==> src/rtl/mc_datapath_param.sv <==
// Parametrised multi-cycle MIPS-style datapath: PC/IR/MDR/ALUout/EPC, register file and ALU.
// MIO_ready low freezes all state; a TrapEn'd signed overflow vectors to TRAP_VEC and saves the PC in EPC.
module mc_datapath_param #(
  parameter int              XLEN     = 32,
  parameter int              NREGS    = 32,
  parameter logic [XLEN-1:0] RESET_PC = '0,
  parameter logic [XLEN-1:0] TRAP_VEC = XLEN'('h80)
) (
  input  logic            clk,
  input  logic            reset,
  input  logic            MIO_ready,
  input  logic            IorD,
  input  logic            IRWrite,
  input  logic [1:0]      RegDst,
  input  logic            RegWrite,
  input  logic [1:0]      MemtoReg,
  input  logic [1:0]      ALUSrcA,
  input  logic [2:0]      ALUSrcB,
  input  logic [1:0]      PCSource,
  input  logic            PCWrite,
  input  logic            PCWriteCond,
  input  logic            Branch,
  input  logic [2:0]      ALU_operation,
  input  logic            TrapEn,
  input  logic [XLEN-1:0] data2CPU,
  output logic [XLEN-1:0] PC_Current,
  output logic [31:0]     Inst,
  output logic [XLEN-1:0] data_out,
  output logic [XLEN-1:0] M_addr,
  output logic            zero,
  output logic            overflow,
  output logic [XLEN-1:0] EPC,
  output logic            trap_taken
);
  localparam int AW = (NREGS > 1) ? $clog2(NREGS) : 1;

  logic [XLEN-1:0]             pc_q, pc_d, mdr_q, alu_q, epc_q;
  logic [31:0]                 ir_q;
  logic                        tt_q;
  logic [NREGS-1:0][XLEN-1:0]  rf_q;

  logic                        adv, trap, pc_we, rf_we;
  logic [AW-1:0]               ra, rb, rd, wa;
  logic [15:0]                 imm;
  logic [XLEN-1:0]             rs_v, rt_v, a, b, res, wd, pc_src, sext, zext, lui;

  assign adv  = MIO_ready & ~reset;
  assign ra   = ir_q[21 +: AW];
  assign rb   = ir_q[16 +: AW];
  assign rd   = ir_q[11 +: AW];
  // Entry 0 is cleared on reset and never written, so it always reads 0.
  assign rs_v = rf_q[ra];
  assign rt_v = rf_q[rb];

  assign imm  = ir_q[15:0];
  assign sext = XLEN'($signed(imm));
  assign zext = XLEN'(imm);
  assign lui  = XLEN'($signed({imm, 16'h0000}));

  always_comb begin
    a = '0;
    case (ALUSrcA)
      2'd0:    a = pc_q;
      2'd1:    a = rs_v;
      2'd2:    a = rt_v;
      default: a = '0;
    endcase
    b = '0;
    case (ALUSrcB)
      3'd0:    b = rt_v;
      3'd1:    b = XLEN'(4);
      3'd2:    b = sext;
      3'd3:    b = zext;
      3'd4:    b = sext << 2;
      default: b = '0;
    endcase
  end

  always_comb begin
    res      = '0;
    overflow = 1'b0;
    case (ALU_operation)
      3'b000: res = a & b;
      3'b001: res = a | b;
      3'b011: res = a ^ b;
      3'b100: res = ~(a | b);
      3'b101: res = a >> b[4:0];
      3'b111: res = XLEN'($signed(a) < $signed(b));
      3'b010: begin
        res      = a + b;
        overflow = (a[XLEN-1] == b[XLEN-1]) && (res[XLEN-1] != a[XLEN-1]);
      end
      3'b110: begin
        res      = a - b;
        overflow = (a[XLEN-1] != b[XLEN-1]) && (res[XLEN-1] != a[XLEN-1]);
      end
      default: res = '0;
    endcase
  end

  assign zero  = (res == '0);
  assign trap  = TrapEn & overflow & adv;
  assign pc_we = PCWrite | (PCWriteCond & (zero == Branch));

  always_comb begin
    pc_src = res;
    case (PCSource)
      2'd0:    pc_src = res;
      2'd1:    pc_src = alu_q;
      2'd2:    pc_src = {pc_q[XLEN-1:28], ir_q[25:0], 2'b00};
      default: pc_src = rs_v;
    endcase
    // Trap has priority over any PC load the controller requested.
    pc_d = trap ? TRAP_VEC : (pc_we ? pc_src : pc_q);

    wa = rb;
    case (RegDst)
      2'd1:    wa = rd;
      2'd2:    wa = AW'(NREGS - 1);
      default: wa = rb;
    endcase
    wd = alu_q;
    case (MemtoReg)
      2'd0:    wd = alu_q;
      2'd1:    wd = mdr_q;
      2'd2:    wd = lui;
      default: wd = pc_q;
    endcase
  end

  assign rf_we = RegWrite & ~trap & (wa != '0);

  always_ff @(posedge clk or posedge reset) begin
    if (reset) begin
      pc_q  <= RESET_PC;
      ir_q  <= '0;
      mdr_q <= '0;
      alu_q <= '0;
      epc_q <= '0;
      tt_q  <= 1'b0;
      rf_q  <= '0;
    end else if (adv) begin
      pc_q  <= pc_d;
      mdr_q <= data2CPU;
      alu_q <= res;
      tt_q  <= trap;
      if (IRWrite) ir_q <= data2CPU[31:0];
      if (trap)    epc_q <= pc_q;
      if (rf_we)   rf_q[wa] <= wd;
    end
  end

  assign PC_Current = pc_q;
  assign Inst       = ir_q;
  assign EPC        = epc_q;
  assign trap_taken = tt_q;
  assign data_out   = rt_v;
  assign M_addr     = IorD ? alu_q : pc_q;
endmodule

==> config.mk <==
export PLATFORM = sky130hd
export DESIGN_NAME = mc_datapath_param
export DESIGN_NICKNAME = d
export VERILOG_FILES = /design/src/rtl/mc_datapath_param.sv
export SDC_FILE = /design/constraint.sdc
export NUM_CORES = 2
export LEC_CHECK = 0
export ABC_AREA = 0
export CORE_UTILIZATION = 35
export DETAILED_ROUTE_END_ITERATION = 10
export PLACE_DENSITY = 0.62
export SLEW_MARGIN = 20
export SYNTH_ARGS = -nofsm -noshare
export SYNTH_HDL_FRONTEND = slang
export SYNTH_SLANG_ARGS = --single-unit
==> constraint.sdc <==
create_clock -name clk -period 60.8 [get_ports clk]
set_clock_uncertainty 0.1 [all_clocks]
set_input_delay 12.16 -clock clk [delete_from_list [all_inputs] [get_ports clk]]
set_output_delay 12.16 -clock clk [all_outputs]
set_load 0.005 [all_outputs]
==> reports/summary.txt <==
Die H: 448.8 um
Register area: 29670 um^2
Initial antenna violation count: 17
CP Data Arrival Time: 19640 ps
Post-synth EDFFs: 0
Data required, critical path: 48540 ps
Startpoint types: primary input
R2R Setup Slk: 48420 ps
Number of max-cap violations: 0
Hpwl dp: 185.5 mm
Area of the multi-input gates: 37150 um^2
Hold Crit Class: reg -> reg
Clock buffer depth: 3
Routability Congestion: 0.9906
Outcome: completed
Final Slew Violations: 0
First-pass GRT wire length: 422.2 mm
Synth-to-layout area growth: 12.67%
PwrDens: 37.69 nW/um^2
Clk Latency, worst-skew pair: 800 ps
Detailed Route Iter0 Violations: 7070
Crit share post-route: 52.47%
Gr ovfl total: 0
Top_reg_cell synth: dfrtp_1
Pin count of the biggest net entering global routing: 170
Post-CTS Setup Repair Bufs: 0
DR vias: 60940
Grt met1 use: 36.08%
GR Util met2: 42.85%
Setup TNS: 0 ps
Die width: 448.8 um
FF-to-FF path depth: 25
Port Buf Inserts: 218
CTS clk-pin slew, worst paths: 60 ps
Lkg Pwr: 34.76 nW
Worst relative slew slack: 17.21%
Crit end category: output pin
Syn Inst Count: 7460
Finished Core Util: 39.79%
Final Hold Fails: 0
Hold path depth: 0
Core area: 197800 um^2
Total chip power: 2.967 mW
Endpoints failing setup: 0
Fill cells: 19440
RSZ-0062 raised after global routing: no
Synthesized cell area: 69870 um^2
Routed WL: 291.5 mm
Syn Area/Cell: 9.365 um^2
Crit path kind: in -> out
CP max FO: 22
Final min period: 31900 ps
Io pins: 219
First-pass DRT Iterations: 6
Post-Syn Nets: 7623
Total CTS buffers: 121
Syn. warnings: 0
Register area share after synthesis: 42.44%
H-tree Lvls: 3
Via density: 6.061
Yosys top cell by area: dfrtp_1
Maximum vdd drop: 0.02535 mV
CTS tree: built
Clock sink total: 1185
Antenna-violating nets left: 0
FFs w/ async S/R, synth: 100.0%
Fmax: 0.03135 GHz
Rows: 163
GRT Util Overall: 28.18%
Worst-Margin Slew: 1230 ps
DR WL/cell: 29.00 um
Post_cts resized: 0
Die area: 201400 um^2
Fraction of layout cells with a size suffix above 1: 12.04%
Global route hottest layer: met2
Clock tree root driver cell: clkbuf_16
Top-area cell type share of the netlist area: 42.44%
Nets: 7457
Starting Density: 35.32%
Hold-fix buffers, CTS: 0
M3 GR Usage: 6.256%
Vias in the first global route: 58920
Yosys reg bits: 1185
Count of different cell masters after synthesis: 99
Area contributors post-synth: dfrtp_1, mux2i_1, o21ai_0
Residual DRC: 0
==> cells in the mapped netlist (13+ instances only) <==
master,number
nor2_1,206
mux4_2,171
a22oi_1,378
nand3_1,45
mux2_2,90
nor4_1,47
a221oi_1,32
o211ai_1,33
a211oi_1,29
a21oi_1,340
a21o_1,27
xnor2_1,24
o21a_1,19
nand2b_1,13
and2_1,15
o21ai_2,17
nor3_1,30
o21ai_0,1110
ha_1,105
nand2_1,1456
o22ai_1,63
buf_4,50
nand2_2,17
o221ai_1,19
clkbuf_1,496
inv_1,116
buf_6,35
or3_1,13
a31oi_1,24
and3_1,13
nor2b_1,24
dfrtp_1,1185
mux2i_1,838
buf_1,51
buf_2,68
o21ai_1,42
==> registers in the layout (all words and copies together), names as in the netlist <==
signal / cells
EPC: 32
Inst: 32
PC_Current: 32
alu_q: 32
mdr_q: 32
rf_q: 1024
trap_taken: 1
==> metal layers <==
layer	wire length (um)	vias to the layer above
li1	-	26430
met1	114800	30500
met2	129000	3206
met3	26480	797
met4	21130	6
met5	90	-
==> cell families (layout without fill, tap and decap cells) <==
| kind of cell | count (synthesis) | after routing | share of synthesized area (%) |
|---|---|---|---|
| buf+inv | 833 | 771 | 5.401 |
| mux | 1104 | 1104 | 19.09 |
| fa+ha+maj | 107 | 107 | 1.938 |
| compound gates | 2267 | 2267 | 19.36 |
| xor+xnor | 29 | 29 | 0.3635 |
| simple gates | 1935 | 1935 | 11.40 |
| other cells | 0 | 16 | 0 |
| flops | 1185 | 1185 | 42.44 |
==> power breakdown <==
part	switching (mW)	internal [mW]	leakage (nW)	total [mW]
sequential	0.127	0.899	16.2	1.03
combinational	0.705	0.415	16.4	1.12
clock	0.348	0.474	2.15	0.822
==> worst paths after layout <==
| kind | startpoint | endpoint |
|---|---|---|
| min in group asynchronous | reset | alu_q[0] |
| setup / recovery | ALUSrcB[1] | zero |
| setup reg to reg | Inst[21] | rf_q[710] |
| max in group asynchronous | reset | rf_q[812] |
| hold reg to reg | rf_q[14] | rf_q[14] |
| hold / removal | rf_q[14] | rf_q[14] |
==> area by class of cell <==
cell class | instances | area share, %
clock buffer | 165 | 4.412
tap | 2640 | 4.196
inverter | 124 | 0.6008
antenna | 16 | 0.05086
multi-input combinational | 5442 | 47.19
timing repair buffer | 420 | 4.732
sequential | 1185 | 37.69
clock inverter | 62 | 1.130
==> through the flow <==
step	hold WS (ps)	instances	cell area, um^2	worst slack [ps]
floorplan	340.1	7460	69870	15140
global placement	280.4	9809	74190	29070
detailed placement	283.6	9810	74250	29100
CTS	298.2	10040	78610	29050
global route	312.5	10040	78690	28550
finish	295.9	10050	78720	28900
==> cells in the final DEF (no fill, tap or decap), drive strengths merged, types with 13 or more instances in the layout <==
cell type	n
a21oi	341
buf	210
nand2	1473
inv	126
nor4	54
and2	15
nand2b	13
ha	105
a31oi	25
dfrtp	1185
clkbuf	165
nor2b	24
clkinv	37
nor2	208
or3	13
o22ai	63
and3	13
a22oi	380
clkdlybuf4s50	210
o21ai	1169
mux2	94
nand3	45
a211oi	31
a21o	27
mux2i	838
nor3	31
a2111oi	16
o221ai	19
xnor2	24
bufinv	17
a221oi	34
o21a	19
mux4	172
diode	16
o211ai	33
==> critical path: stages <==
cell             delay (ps)
clkdlybuf4s50_1         980
nor2_1                  180
buf_4                   250
a32oi_1                 190
a21boi_1                170
buf_4                   360
inv_1                    70
buf_4                   230
ha_1                    250
nor2b_1                 130
o21a_1                  220
o31a_1                  320
o31ai_1                 590
o221ai_1                240
a21oi_1                 410
o21ai_0                 200
a21o_1                  230
and3_1                  180
o31ai_1                 210
a31oi_1                 300
nor4_1                  430
and4_1                  340
nand4_1                 190
nor2_1                  220
clkdlybuf4s50_1         560
Note: power is estimated with default switching activity, not from simulation.
